[config.mk]
export PLATFORM = sky130hd
export DESIGN_NAME = bitstream_dequota
export DESIGN_NICKNAME = d
export VERILOG_FILES = /design/src/rtl/dequota_pkg.sv /design/src/rtl/dequota_win_cnt.sv /design/src/rtl/bitstream_dequota.sv
export SDC_FILE = /design/constraint.sdc
export NUM_CORES = 1
export LEC_CHECK = 0
export ABC_AREA = 1
export CAP_MARGIN = 30
export CELL_PAD_IN_SITES_DETAIL_PLACEMENT = 0
export CELL_PAD_IN_SITES_GLOBAL_PLACEMENT = 1
export CORE_MARGIN = 2
export CORE_UTILIZATION = 36
export DETAILED_ROUTE_END_ITERATION = 16
export PLACE_DENSITY_LB_ADDON = 0.1
export SLEW_MARGIN = 20
export SYNTH_ARGS = -nofsm -noshare
export SYNTH_HDL_FRONTEND = slang
export SYNTH_SLANG_ARGS = --single-unit
export TNS_END_PERCENT = 100
[constraint.sdc]
create_clock -name clk -period 1.47 [get_ports clk]
set_input_delay 0.294 -clock clk [delete_from_list [all_inputs] [get_ports clk]]
set_output_delay 0.294 -clock clk [all_outputs]
set_load 0.05 [all_outputs]
[src/rtl/dequota_pkg.sv]
// Shared types and width helpers for the stochastic-bitstream decoder.
package dequota_pkg;

  typedef enum logic {
    SLOT_EMPTY = 1'b0,
    SLOT_FULL  = 1'b1
  } slot_state_t;

  function automatic int pos_w(input int bitstream);
    return $clog2(bitstream);
  endfunction

  // One extra bit so a window of all ones (count == BITSTREAM) is representable.
  function automatic int cnt_w(input int bitstream);
    return $clog2(bitstream) + 1;
  endfunction

  function automatic int shift_of(input int quant, input int bitstream);
    return quant - $clog2(bitstream);
  endfunction

  function automatic bit is_pow2(input int v);
    return (v > 0) && ((v & (v - 1)) == 0);
  endfunction

endpackage

[src/rtl/dequota_win_cnt.sv]
// Window position and ones counter; flags the accepted last bit of each window
// and exposes the final count including that bit.
module dequota_win_cnt
  import dequota_pkg::*;
#(
  parameter  int BITSTREAM = 64,
  localparam int PW        = pos_w(BITSTREAM),
  localparam int CW        = cnt_w(BITSTREAM)
) (
  input  logic          clk,
  input  logic          rst_n,
  input  logic          clr,
  input  logic          accept,
  input  logic          bit_in,
  output logic [PW-1:0] win_pos,
  output logic [CW-1:0] cnt_f,
  output logic          last
);

  localparam logic [PW-1:0] LAST_POS = PW'(BITSTREAM - 1);

  logic [PW-1:0] pos_q, pos_d;
  logic [CW-1:0] cnt_q, cnt_d;

  assign cnt_f   = cnt_q + CW'(bit_in);
  assign last    = accept && !clr && (pos_q == LAST_POS);
  assign win_pos = pos_q;

  // NOTE: every next-state variable gets a default first, so no latch is inferred.
  always_comb begin
    pos_d = pos_q;
    cnt_d = cnt_q;
    if (clr) begin
      pos_d = '0;
      cnt_d = '0;
    end else if (accept) begin
      if (pos_q == LAST_POS) begin
        pos_d = '0;
        cnt_d = '0;
      end else begin
        pos_d = pos_q + PW'(1);
        cnt_d = cnt_f;
      end
    end
  end

  // NOTE: sequential state uses non-blocking assignments only.
  always_ff @(posedge clk or negedge rst_n) begin
    if (!rst_n) begin
      pos_q <= '0;
      cnt_q <= '0;
    end else begin
      pos_q <= pos_d;
      cnt_q <= cnt_d;
    end
  end

endmodule

[src/rtl/bitstream_dequota.sv]
// Stochastic unipolar bitstream -> signed QUANT-bit value, one result per window.
// Define DEQUOTA_SAT_EN to clamp the all-ones window to the positive maximum.
module bitstream_dequota
  import dequota_pkg::*;
#(
  parameter  int BITSTREAM = 64,
  parameter  int QUANT     = 8,
  localparam int PW        = pos_w(BITSTREAM)
) (
  input  logic                    clk,
  input  logic                    rst_n,
  input  logic                    clr,
  input  logic                    in_valid,
  output logic                    in_ready,
  input  logic                    bit_in,
  output logic                    out_valid,
  input  logic                    out_ready,
  output logic signed [QUANT-1:0] data_out,
  output logic                    out_sat,
  output logic [PW-1:0]           win_pos
);

  localparam int CW = cnt_w(BITSTREAM);
  localparam int SH = shift_of(QUANT, BITSTREAM);
  localparam logic [PW-1:0]  LAST_POS = PW'(BITSTREAM - 1);
  localparam logic [QUANT:0] HALF     = {2'b01, {(QUANT-1){1'b0}}};

  if (BITSTREAM < 2 || !is_pow2(BITSTREAM)) begin : g_bs_check
    $error("bitstream_dequota: BITSTREAM must be a power of two");
  end
  if (QUANT < PW) begin : g_quant_check
    $error("bitstream_dequota: QUANT must be >= $clog2(BITSTREAM)");
  end

  logic          accept;
  logic          last;
  logic [CW-1:0] cnt_f;
  logic [QUANT:0] res_w;
  logic [QUANT-1:0] res_val;
  logic          res_sat;

  slot_state_t      state_q;
  logic [QUANT-1:0] data_q;
  logic             sat_q;

  // Only the closing bit must wait for the output slot; earlier bits never do.
  assign in_ready = !((win_pos == LAST_POS) && out_valid && !out_ready);
  assign accept   = in_valid && in_ready && !clr;

  dequota_win_cnt #(.BITSTREAM(BITSTREAM)) u_win_cnt (
    .clk     (clk),
    .rst_n   (rst_n),
    .clr     (clr),
    .accept  (accept),
    .bit_in  (bit_in),
    .win_pos (win_pos),
    .cnt_f   (cnt_f),
    .last    (last)
  );

  // Offset-binary to two's complement: scale the count, then remove the midpoint.
  assign res_w = ((QUANT+1)'(cnt_f) << SH) - HALF;

`ifdef DEQUOTA_SAT_EN
  logic ovf;
  assign ovf     = res_w[QUANT] != res_w[QUANT-1];
  assign res_val = ovf ? {1'b0, {(QUANT-1){1'b1}}} : res_w[QUANT-1:0];
  assign res_sat = ovf;
`else
  logic unused_msb;
  assign unused_msb = res_w[QUANT];
  assign res_val    = res_w[QUANT-1:0];
  assign res_sat    = 1'b0;
`endif

  // A completion in the same cycle as a pop reloads the slot instead of emptying it.
  always_ff @(posedge clk or negedge rst_n) begin
    if (!rst_n) begin
      state_q <= SLOT_EMPTY;
      data_q  <= '0;
      sat_q   <= 1'b0;
    end else if (last) begin
      state_q <= SLOT_FULL;
      data_q  <= res_val;
      sat_q   <= res_sat;
    end else if (state_q == SLOT_FULL && out_ready) begin
      state_q <= SLOT_EMPTY;
    end
  end

  assign out_valid = (state_q == SLOT_FULL);
  assign data_out  = data_q;
  assign out_sat   = sat_q;

endmodule

## Word-level counts from Yosys, hierarchy flattened

Index checks and enable logic that the tools add are counted.

- $add $sub $neg: 3
- Equality and inequality tests: 1
- Muxes and demuxes: 8
- Reduce and logical (&&, ||, !) cells: 12

Operators with widths:

| cell | count |
|---|---|
| two-way mux 7 bit | 3 |
| two-way mux 6 bit | 3 |
| subtractor 8 bit, second input constant | 1 |
| adder 7 x 1 -> 7 bit | 1 |
| logical AND 1 bit | 7 |
| adder 6 x 1 -> 6 bit, second input constant | 1 |
| equality test 6 bit, second input constant | 1 |
| nonzero test 2 bit | 2 |
| logical NOT 1 bit | 3 |
| two-way mux 1 bit | 2 |

- Flip-flop bits (word level): 22
- Input port bits: 6
- Output and inout bits: 17
- Word-level logic and storage cells: 28

## Longest topological paths before layout

Gate-level depths: netlist of run 1.

- Depth in word-level cells: 9
- Mapped depth: 8
- Depth with buffers taken out: 8

## Modules after synthesis

From an unflattened synthesis of run 1, not the netlist that was laid out.

- Cell total of the unflattened synthesis: 132
- Area, all modules: 1032.2 um^2

By module, submodules not included:

| module | times used | cells an instance | area each (um^2) | seq. area each (um^2) |
|---|---|---|---|---|
| dequota_win_cnt | 1 | 91 | 711.9 | 325.3 |
| bitstream_dequota | 1 | 41 | 320.3 | 175.2 |

## Worst setup path after synthesis of run 1

OpenSTA, ideal clock, no wires.

- Path kind: register to register
- From: reg u_win_cnt.pos_q[0] (netlist: u_win_cnt.win_pos[0])
- To: reg u_win_cnt.pos_q[3] (netlist: u_win_cnt.win_pos[3])
- Setup time: 67 ps
- Data arrival time: 1791 ps
- Data required time: 1403 ps
- Slack: -388 ps
- Stages on the path, launching flop included: 9
- Period minus slack after synthesis: 1858 ps
- Cell sequence: dfrtp_1 -> ha_1 -> nand3_2 -> nor2_4 -> nand2_4 -> nand2_4 -> buf_12 -> nand3_1 -> nand2_1

- Word-level cells in the longest chain between the ends: 7

RTL lines:

| element | line | source |
|---|---|---|
| from (decl) | dequota_win_cnt.sv:22 | `logic [PW-1:0] pos_q, pos_d;` |
| from (signal assigned) | dequota_win_cnt.sv:53 | `pos_q <= pos_d;` |
| equality test 6 bit | bitstream_dequota.sv:47 | `assign in_ready = !((win_pos == LAST_POS) && out_valid && !out_ready);` |
| logical AND 1 bit (2 in series) | bitstream_dequota.sv:47 |  |
| logical NOT 1 bit | bitstream_dequota.sv:47 |  |
| named net in_ready | bitstream_dequota.sv:14 | `output logic in_ready,` |
| logical AND 1 bit (2 in series) | bitstream_dequota.sv:48 | `assign accept = in_valid && in_ready && !clr;` |
| nonzero test 2 bit (no source line) | n/a |  |

The timed path passes the listed nets, and every way through them passes these cells. The select of a mux whose other input is x is not followed.
A chain may end at the register's enable or synchronous reset.

## Worst setup path after layout of run 1

- From: reg u_win_cnt.pos_q[0] (netlist: u_win_cnt.win_pos[0])
- To: out in_ready

- Word-level cells in the longest chain between the ends: 4

RTL lines:

| element | line |
|---|---|
| equality test 6 bit | bitstream_dequota.sv:47 |
| logical AND 1 bit (2 in series) | bitstream_dequota.sv:47 |
| logical NOT 1 bit | bitstream_dequota.sv:47 |
| to (decl) | bitstream_dequota.sv:14 |

Every way passes these cells.

==> metrics.cfg, run 1 <==
[status]
run_status=finished, violations left
violations=negative setup slack

[detailed_routing]
vias=945
first_pass_iters=4
met3_length_um=83
drt_iter0_markers=17
routedWlPerCell_um=12.20
wl_met2_um=1349
wl_met1_um=988
top_layer=met4
ant_nets=0
vias_per_cell=4.725
drc_errors=0
wirelength_um=2440

[clocking]
postCtsHoldBufs=0
cts_tree=yes
numCtsBuffers=3
clk_pin_slew_ps=110
cts_sinks=19
cts_buffer_depth=2
clock_latency_ps=290
htree_levels=1
cts-root-buf=clkbuf_4

[critical_path]
path_cells=ha_4 -> nand3_4 -> nor2_4 -> nand2_8 -> buf_8
r2r_setup_slack_ps=-20
cp_data_required_time_ps=1180
endpoint_kind=primary output
worstSetupPathType=reg2out
crit_arrival_ps=1290
max_stage_delay_ps=400
path_max_fanout=2
startpoint_type=register
reg2regPathDepth=10
critPathSlowestCell=dfrtp_2

[sta]
hold_slack_ps=319.0
fin_skew_ps=7.400
final.min_clock_period_ps=1587
slew_violations=0
fin_ws_ps=-117.1
fmax_ghz=0.6301
setup_violations=9
hold_viol=0
grt_setup_unrepaired=true
finalCritPeriodShare=1.080
setup_tns_ps=-238.0

[grt]
grt_pass1_wl_um=4022
antenna_found_initial=0
grt_pass1_vias=980
grt-ovfl-total=0
grtUsageTotal=0.1531
grt_max_degree=20

[yosys]
synth-seq-cells=19
yosys.area.top_type=dfrtp_1
yosys_warnings=0
synth.area.top_cells=dfrtp_1 45%, nand2_1 17%, nand3_1 7.5%
ys.flop_type=dfrtp_1
avgSynthCellArea_um2=8.128
synth_edf_count=0
synth_common_cells=48 x nand2_1, 19 x dfrtp_1, 16 x nand3_1
synthArstFlopShare=1.000
postSynthCellCount=131
yosysUniqueCellTypes=21
syn_area_um2=1065
post-synth-top-count-cell=nand2_1
yosysSeqAreaShare=0.4465
synth_top_area_frac=0.4465

[pwr]
powerDensity_nw_per_um2=594.2
switching_share=0.2748
power.share.clock=0.275
seqPwrFrac=0.564
combPwrFrac=0.160
p_sw_uw=262.1
p_leak_nw=0.8223
p_int_uw=691.7
totalPowerFinal_uw=953.8
vdd_drop_max_mv=0.4615

[cells_and_area]
drive_gt1_frac=0.3077
multiInputGateArea_um2=536.8
fillers=259
fin_cells=200
final_util=0.5771
seq_area_um2=481.7
area_growth_pct=50.76
diodes=0
finalInstanceArea_um2=1605
nets=179

[place]
placed_cells=190
io_buffers=19
dp_slack_ps=-168.5
gp_congestion=0.7847
dpl_cell_area_um2=1509
place_hpwl_um=1736

[floorplan]
die-width_um=58.39
die_y_um=58.39
die_area_um2=3409
pin_count=23
core_um2=2781
fp-row-count=19
start_util=0.3828

[worst_hold_path]
hp-class=in2async

[flow_run]
maxCapViolations=0

==> critical path, delay by kind of cell (launching register included) <==
kind,cells,cell delay (ps)
buffers and inverters,1,140
and+or+nand+nor,3,290
adders and majority gates,1,160
DFF,1,400
==> cell usage in the layout, fill, tap and decap left out, drive strengths merged <==
cell type / count
inv: 15
clkinv: 2
buf: 32
nand3: 18
nor2: 5
clkdlybuf4s50: 5
conb: 3
nand2: 50
xnor2: 3
ha: 3
dfrtp: 19
nand4: 7
clkbuf: 3
xor2: 2
o21ai: 2
==> power groups by stage <==
stage | logic, mW | registers [mW] | clock network, mW
CTS | 0.153 | 0.538 | 0.278
detailed placement | 0.152 | 0.549 | 0
floorplan | 0.0688 | 0.568 | 0
finish | 0.153 | 0.538 | 0.262
global placement | 0.150 | 0.548 | 0
global route | 0.166 | 0.539 | 0.301
==> path summary, 6_finish.rpt <==
path | from | end
max in group asynchronous | rst_n | out_valid
hold reg to reg | u_win_cnt.cnt_q[0] | u_win_cnt.cnt_q[0]
hold / removal | rst_n | data_out[2]
setup reg to reg | u_win_cnt.win_pos[0] | u_win_cnt.win_pos[3]
setup / recovery | u_win_cnt.win_pos[0] | in_ready
min in group clk | u_win_cnt.cnt_q[0] | u_win_cnt.cnt_q[0]
==> repair_timing <==
action,CTS,global route
cloned,0,1
resized for setup,2,2
pin swaps,4,0
endpoints found under the setup margin,1,8
buffers inserted,3,2
==> cell families (layout without fill, tap and decap cells) <==
group | after synthesis | after routing | share of synthesized area
AOI/OAI and AO/OA | 2 | 2 | 0.009401
xor gates and xnor gates | 5 | 5 | 0.04114
adders and majority gates | 3 | 3 | 0.03526
buffers and inverters | 22 | 57 | 0.1057
DFF | 19 | 19 | 0.4465
other | 1 | 3 | 0.003522
and+or+nand+nor | 79 | 80 | 0.3584
==> per-layer routing <==
layer | track usage | vias to the layer above
li1 | - | 489
met1 | 0.1792 | 437
met2 | 0.2857 | 17
met3 | 0.01978 | 2
met4 | 0.04983 | 0
met5 | 0 | -
==> layout make-up <==
cell class              instances  share of cell area
clock buffers                   3             0.01403
clock inverters                 1            0.003118
inverters                      16             0.03741
multi-input cells              93              0.3344
flip-flops and latches         19              0.3001
well taps                      31             0.02416
repair buffers                 37              0.2868
==> registers in the layout, summed over array words and instances (netlist names) <==
signal	cells
u_win_cnt.win_pos	6
out_valid	1
data_out	6
u_win_cnt.cnt_q	6
Note: power is estimated with default switching activity, not from simulation.
==> inputs of run 2 (changes only) <==
Settings changed: CORE_UTILIZATION 36 to 38, CTS_BUF_LIST set to sky130_fd_sc_hd__clkbuf_8, SKIP_LAST_GASP set to 1.
==> metrics.cfg, run 2 (synthesis gave the netlist of run 1 again) <==
[detailed_routing]
ant_nets=0
drc_errors=0
first_pass_iters=4
wirelength_um=2511
routedWlPerCell_um=12.62
vias_per_cell=4.754
drt_iter0_markers=20
vias=946

[cells_and_area]
finalInstanceArea_um2=1604
drive_gt1_frac=0.2917
layout_commonest_cell=nand2_1
diodes=0
final_util=0.5919
mostFrequentLayoutCells=48 x nand2_1, 17 x buf_4, 16 x nand3_1, 14 x inv_1, 14 x dfrtp_1
area_growth_pct=50.65
nets=178

[sta]
hold_slack_ps=364.9
fmax_ghz=0.6504
final.min_clock_period_ps=1537
fin_ws_ps=-67.43
hold_viol=0
setup_violations=1
slew_violations=0
fin_skew_ps=1.127
grt_setup_unrepaired=true
finalCritPeriodShare=1.046

[pwr]
p_leak_nw=0.8216
powerDensity_nw_per_um2=653.4
totalPowerFinal_mw=1.048
vdd_drop_max_mv=0.5821

[clocking]
cts_sinks=19
clk_pin_slew_ps=70
numCtsBuffers=3
cts_buffer_depth=2
htree_levels=1
clock_latency_ps=250
postCtsHoldBufs=0
cts-root-buf=clkbuf_8
cts_tree=yes

[critical_path]
setup.worst_path.start=u_win_cnt.win_pos[0]
endpoint_kind=primary output
path_cells=ha_4 -> nand3_4 -> nor2_4 -> nand2_8 -> buf_8
crit_arrival_ps=1240
worstReg2RegStart=u_win_cnt.win_pos[0]
worstSetupPathType=reg2out
startpoint_type=register
path_buf_inv=1
path_max_fanout=2
critPathSlowestCell=dfrtp_2
cp_data_required_time_ps=1180
max_stage_delay_ps=390
crit_family=flip-flops

[worst_hold_path]
hp-class=in2async

[floorplan]
die_y_um=56.94
fp-row-count=19
core_um2=2710
start_util=0.3929
die_area_um2=3242
pin_count=23
die-width_um=56.94

[place]
place_hpwl_um=1752
io_buffers=19
dp_slack_ps=-153.3
dpl_cell_area_um2=1509
gp_congestion=0.7631

[status]
violations=negative setup slack
run_status=finished, violations left

[grt]
grt_pass1_vias=879
grt-ovfl-total=0
grt_max_degree=20
grtUsageTotal=0.1684
grt_pass1_wl_um=4236
antenna_found_initial=0

[flow_run]
maxCapViolations=0

## run 2: per-layer routing
metal  share of wire  vias to the layer above  GRT usage  routed length [µm]
met5               0                        -          0                   0
met3           0.039                        5    0.03855                  97
li1                -                      480          -                   -
met4           0.016                        0    0.06645                  40
met2            0.46                       16     0.2562                1159
met1            0.48                      445     0.2340                1213
## run 2: worst reg2reg max path: cells and delay by family (launching register included)
kind	cells	cell delay (ps)
flip-flops	1	390
buffers and inverters	3	310
AND/OR/NAND/NOR	5	430
adder cells (fa/ha/maj)	1	170
## run 2: power by group
group | internal [mW] | switching, mW | leakage, nW
registers | 0.531 | 0.00741 | 0.255
logic | 0.0596 | 0.0947 | 0.539
clock network | 0.186 | 0.169 | 0.0269
total | 0.777 | 0.271 | 0.822
## run 2: worst paths after layout
path / endpoint / slack [ps] / cells after the start
max: in_ready / -70 / 5
min: out_valid / 360 / 2
max reg2reg: u_win_cnt.win_pos[5] / 90 / 9
min reg2reg: u_win_cnt.cnt_q[0] / 520 / 2
max in group asynchronous: u_win_cnt.win_pos[0] / 880 / 2
min in group clk: u_win_cnt.cnt_q[0] / 520 / 2
## run 2: cell type report
cell class | count | area, µm²
Multi-Input combinational cell | 93 | 525.5
Clock buffer | 3 | 41.29
Tap cell | 31 | 38.79
Fill cell | 259 | 1106
Timing Repair Buffer | 36 | 452.9
Inverter | 16 | 60.06
Clock inverter | 1 | 3.754
Sequential cell | 19 | 481.7
## run 2: per-stage QoR
| step | std cells | TNS [ps] |
|---|---|---|
| after CTS | 198 | -72.84 |
| after detailed placement | 190 | -653.6 |
| after floorplan | 133 | -1505 |
| after global routing | 199 | -228.8 |
| final | 199 | -67.43 |
| after global placement | 190 | -547.6 |
## run 2: timing repair
item | CTS | global route
pin swaps | 4 | 0
setup buffers | 4 | 0
gates cloned | 0 | 1
endpoints found under the setup margin | 1 | 7
resized for setup | 2 | 0
==> variant 1, RTL diff (flow settings as in run 2) <==
Change the parameter `QUANT` from 8 to 9.
--- a/src/rtl/bitstream_dequota.sv
+++ b/src/rtl/bitstream_dequota.sv
@@ -4,7 +4,7 @@
   import dequota_pkg::*;
 #(
   parameter  int BITSTREAM = 64,
-  parameter  int QUANT     = 8,
+  parameter  int QUANT     = 9,
   localparam int PW        = pos_w(BITSTREAM)
 ) (
   input  logic                    clk,
Ports: changed (resized data_out); port bits go from 23 to 24. No check against the original RTL was run, so the function may have changed too.
==> variant 1 against run 2 <==
- cell count unchanged
- power shrank 0.16%
- critical path type unchanged
- register-to-register slack about the same
- synthesized area is 0.71% higher
- largest cell class unchanged
- non-clock buffer count decreased by 1
- cell area up 0.23%
- the run still ends with setup timing left
- setup slack improved by 0.010 ns
- maximum frequency is 0.66% higher
- routed wire length shrank 3.6%
- critical path depth did not move
- first-iteration DRC count grew 30%
- sequential cell count is the same
- count of clock-buffer cells in the layout unchanged
==> variant 1: results (changes against run 2) <==
* Ys async rst share at 100% (unchanged)
* Post-synthesis sequential area ratio at 44.3% (-0.31 points)
* Setup WS pre-CTS at -0.160 ns (-0.00660 ns)
* WHS at 0.370 ns (+0.00465 ns)
* Synth Area in Compound Gates at 0.933% (-0.0066 points)
* Post-synthesis adder-cell area fraction at 3.50% (-0.025 points)
* Vias in the first global route at 933 (+6.1%)
* LEAKAGE at 0.830 nW (+1.0%)
* Routed WL at 2420 um (-3.6%)
* Setup TNS at -0.0573 ns (+0.0101 ns)
* Post-DP Area at 0.00151 mm^2 (+0.25%)
* Initial DRC Count at 26 (+30%)
* Drt wl/cell at 12.2 um (-3.6%)
* Syn Inst Count at 132 (+0.76%)
* Global-route wire length before repair at 4120 um (-2.8%)
* Cts repair resizes at 2 (unchanged)
* Via Count at 957 (+1.2%)
* Setup WS post-layout at -0.0573 ns (+0.0101 ns)
* Status: finished, violations left
* Failing checks: setup timing
* Critical R2R Capture: data_out[7]
* Area contributors post-synth: dfrtp_1, nand2_1, nand3_1
* Final setup violating endpoints at 1 (unchanged)
* Total CTS buffers at 3 (unchanged)
* DP HPWL at 1710 um (-2.4%)
* Final GP Congestion at 0.800 (+4.9%)
* Post-CTS setup buffers at 3 (-1)
* Fin Clk Skew at 0.00367 ns (+0.00254 ns)
* # placed instances at 191 (+0.53%)
variant 1: cell types whose count changed after synthesis:
cell and delta:
buf_4 +1
variant 1: power by group:
part | leakage [nW] | switching, W | internal (W)
registers | 0.255 | 0.00000719 | 0.000531
clock network | 0.0269 | 0.000166 | 0.000185
logic | 0.548 | 0.0000977 | 0.0000589
variant 1: final cells by class:
type                            instances  area, um^2
Clock buffer                            3        41.3
Sequential cell                        19         482
Fill cell                             256        1100
Multi-Input combinational cell         94         537
Tap cell                               31        38.8
Inverter                               16        60.1
Clock inverter                          1        3.75
Timing Repair Buffer                   35         445
variant 1: worst register-to-register path, delay by kind of cell, from the launching register on:
kind,cells,cell delay [ns]
adder cells (fa/ha/maj),1,0.16
buffers and inverters,1,0.17
flip-flops,1,0.39
AND/OR/NAND/NOR,5,0.55
variant 1: layer usage:
metal  vias up  track usage, %  part of all wire (%)
met2        22            25.1                    47
met5         -               0                     0
met3         2            3.40                   4.2
met1       452            22.3                    48
met4         0            4.98                  0.54
li1        481               -                     -
==> variant 2, RTL diff (flow settings as in run 2) <==
Made on the original files. Reset style: synchronous (`rst_n`), changed in 2 clocked blocks.
--- a/src/rtl/dequota_win_cnt.sv
+++ b/src/rtl/dequota_win_cnt.sv
@@ -45,7 +45,7 @@
   end
 
   // NOTE: sequential state uses non-blocking assignments only.
-  always_ff @(posedge clk or negedge rst_n) begin
+  always_ff @(posedge clk) begin
     if (!rst_n) begin
       pos_q <= '0;
       cnt_q <= '0;
--- a/src/rtl/bitstream_dequota.sv
+++ b/src/rtl/bitstream_dequota.sv
@@ -74,7 +74,7 @@
 `endif
 
   // A completion in the same cycle as a pop reloads the slot instead of emptying it.
-  always_ff @(posedge clk or negedge rst_n) begin
+  always_ff @(posedge clk) begin
     if (!rst_n) begin
       state_q <= SLOT_EMPTY;
       data_q  <= '0;
Formal check against the unedited RTL: differs if rst_n is asserted again (counterexample within 4 cycles, from zero or initial values and one cycle with rst_n low); with rst_n held inactive, the same outputs for 10 cycles.
==> variant 2 against run 2 <==
- global-route usage decreased by 1.2 points
- routed wire length decreased by 6.3%
- power decreased by 6.1%
- sequential share of layout area decreased by 4.6 points
- setup slack improved by 0.095 ns
- cell area decreased by 2.1%
- count of clock-buffer cells in the layout unchanged
- critical path depth unchanged
- sequential cell count unchanged
- via count increased by 1.7%
- synthesized area decreased by 4.7%
- clock skew increased by 0.0022 ns
==> variant 2: results (changes against run 2) <==
* Status: complete, no violations
* Final clock-cell share at 2.95% (+0.14 points)
* Sw Ratio at 25.0% (-0.84 points)
* Drt wl/cell at 11.3 um (-11%)
* Worst vdd ir at 0.000508 V (-13%)
* Fin Clk Skew at 0.00332 ns (+0.00219 ns)
* Seq_cells at 19 (unchanged)
* # fillers at 231 (-11%)
* Seq area share at 25.4% (-4.6 points)
* Synth Area in Compound Gates at 6.91% (+6.0 points)
* Gate power share at 10.1% (-4.6 points)
* Setup WS pre-CTS at -0.242 ns (-0.0888 ns)
* Setup WS post-layout at 0.0276 ns (+0.0951 ns)
* #MultiIn Comb at 101 (+8.6%)
* Post-synthesis sequential area ratio at 37.5% (-7.2 points)
* Slowest stage delay, CP at 0.36 ns (-0.03 ns)
* Post-synthesis adder-cell area fraction at 3.70% (+0.17 points)
* Vias in the first global route at 862 (-1.9%)
* Top post-synthesis cells by count: nand2_1, dfxtp_1, inv_1
* Met2 Use GR at 23.6% (-2.0 points)
* Fraction of area in multi-input gates at 35.6% (+2.9 points)
* Synth Area in XOR/XNOR at 3.45% (-0.66 points)
* Syn Area/Cell at 7.10 um^2 (-13%)
* Final nets at 189 (+6.2%)
* Pin count of the biggest net entering global routing at 12 (-40%)
* Via Count at 962 (+1.7%)
* Initial DRC Count at 10 (-50%)
* Max stage delay cell, worst path: dfxtp_4
-- variant 2: path summary, 6_finish.rpt --
check	from	endpoint	slack [ns]	cells past startpoint
worst max-delay path	u_win_cnt.win_pos[1]	in_ready	0.03	5
worst min-delay path	u_win_cnt.cnt_q[4]	u_win_cnt.cnt_q[4]	0.48	2
worst max register to register	u_win_cnt.win_pos[1]	u_win_cnt.win_pos[3]	0.15	10
worst min register to register	u_win_cnt.cnt_q[4]	u_win_cnt.cnt_q[4]	0.48	2
-- variant 2: timing repair --
item                       4_1_cts  5_1_grt
setup buffers                    4        0
gates resized for setup          1        7
setup endpoints to repair        1        5
pin swaps                        0        4
hold endpoints to repair         0        0
-- variant 2: kinds of logic after synthesis --
| family | after synthesis |
|---|---|
| compound gates | 14 |
| xor+xnor | 4 |
| fa+ha+maj | 3 |
| buf+inv | 25 |
| flops | 19 |
| other cells | 1 |
| simple gates | 77 |
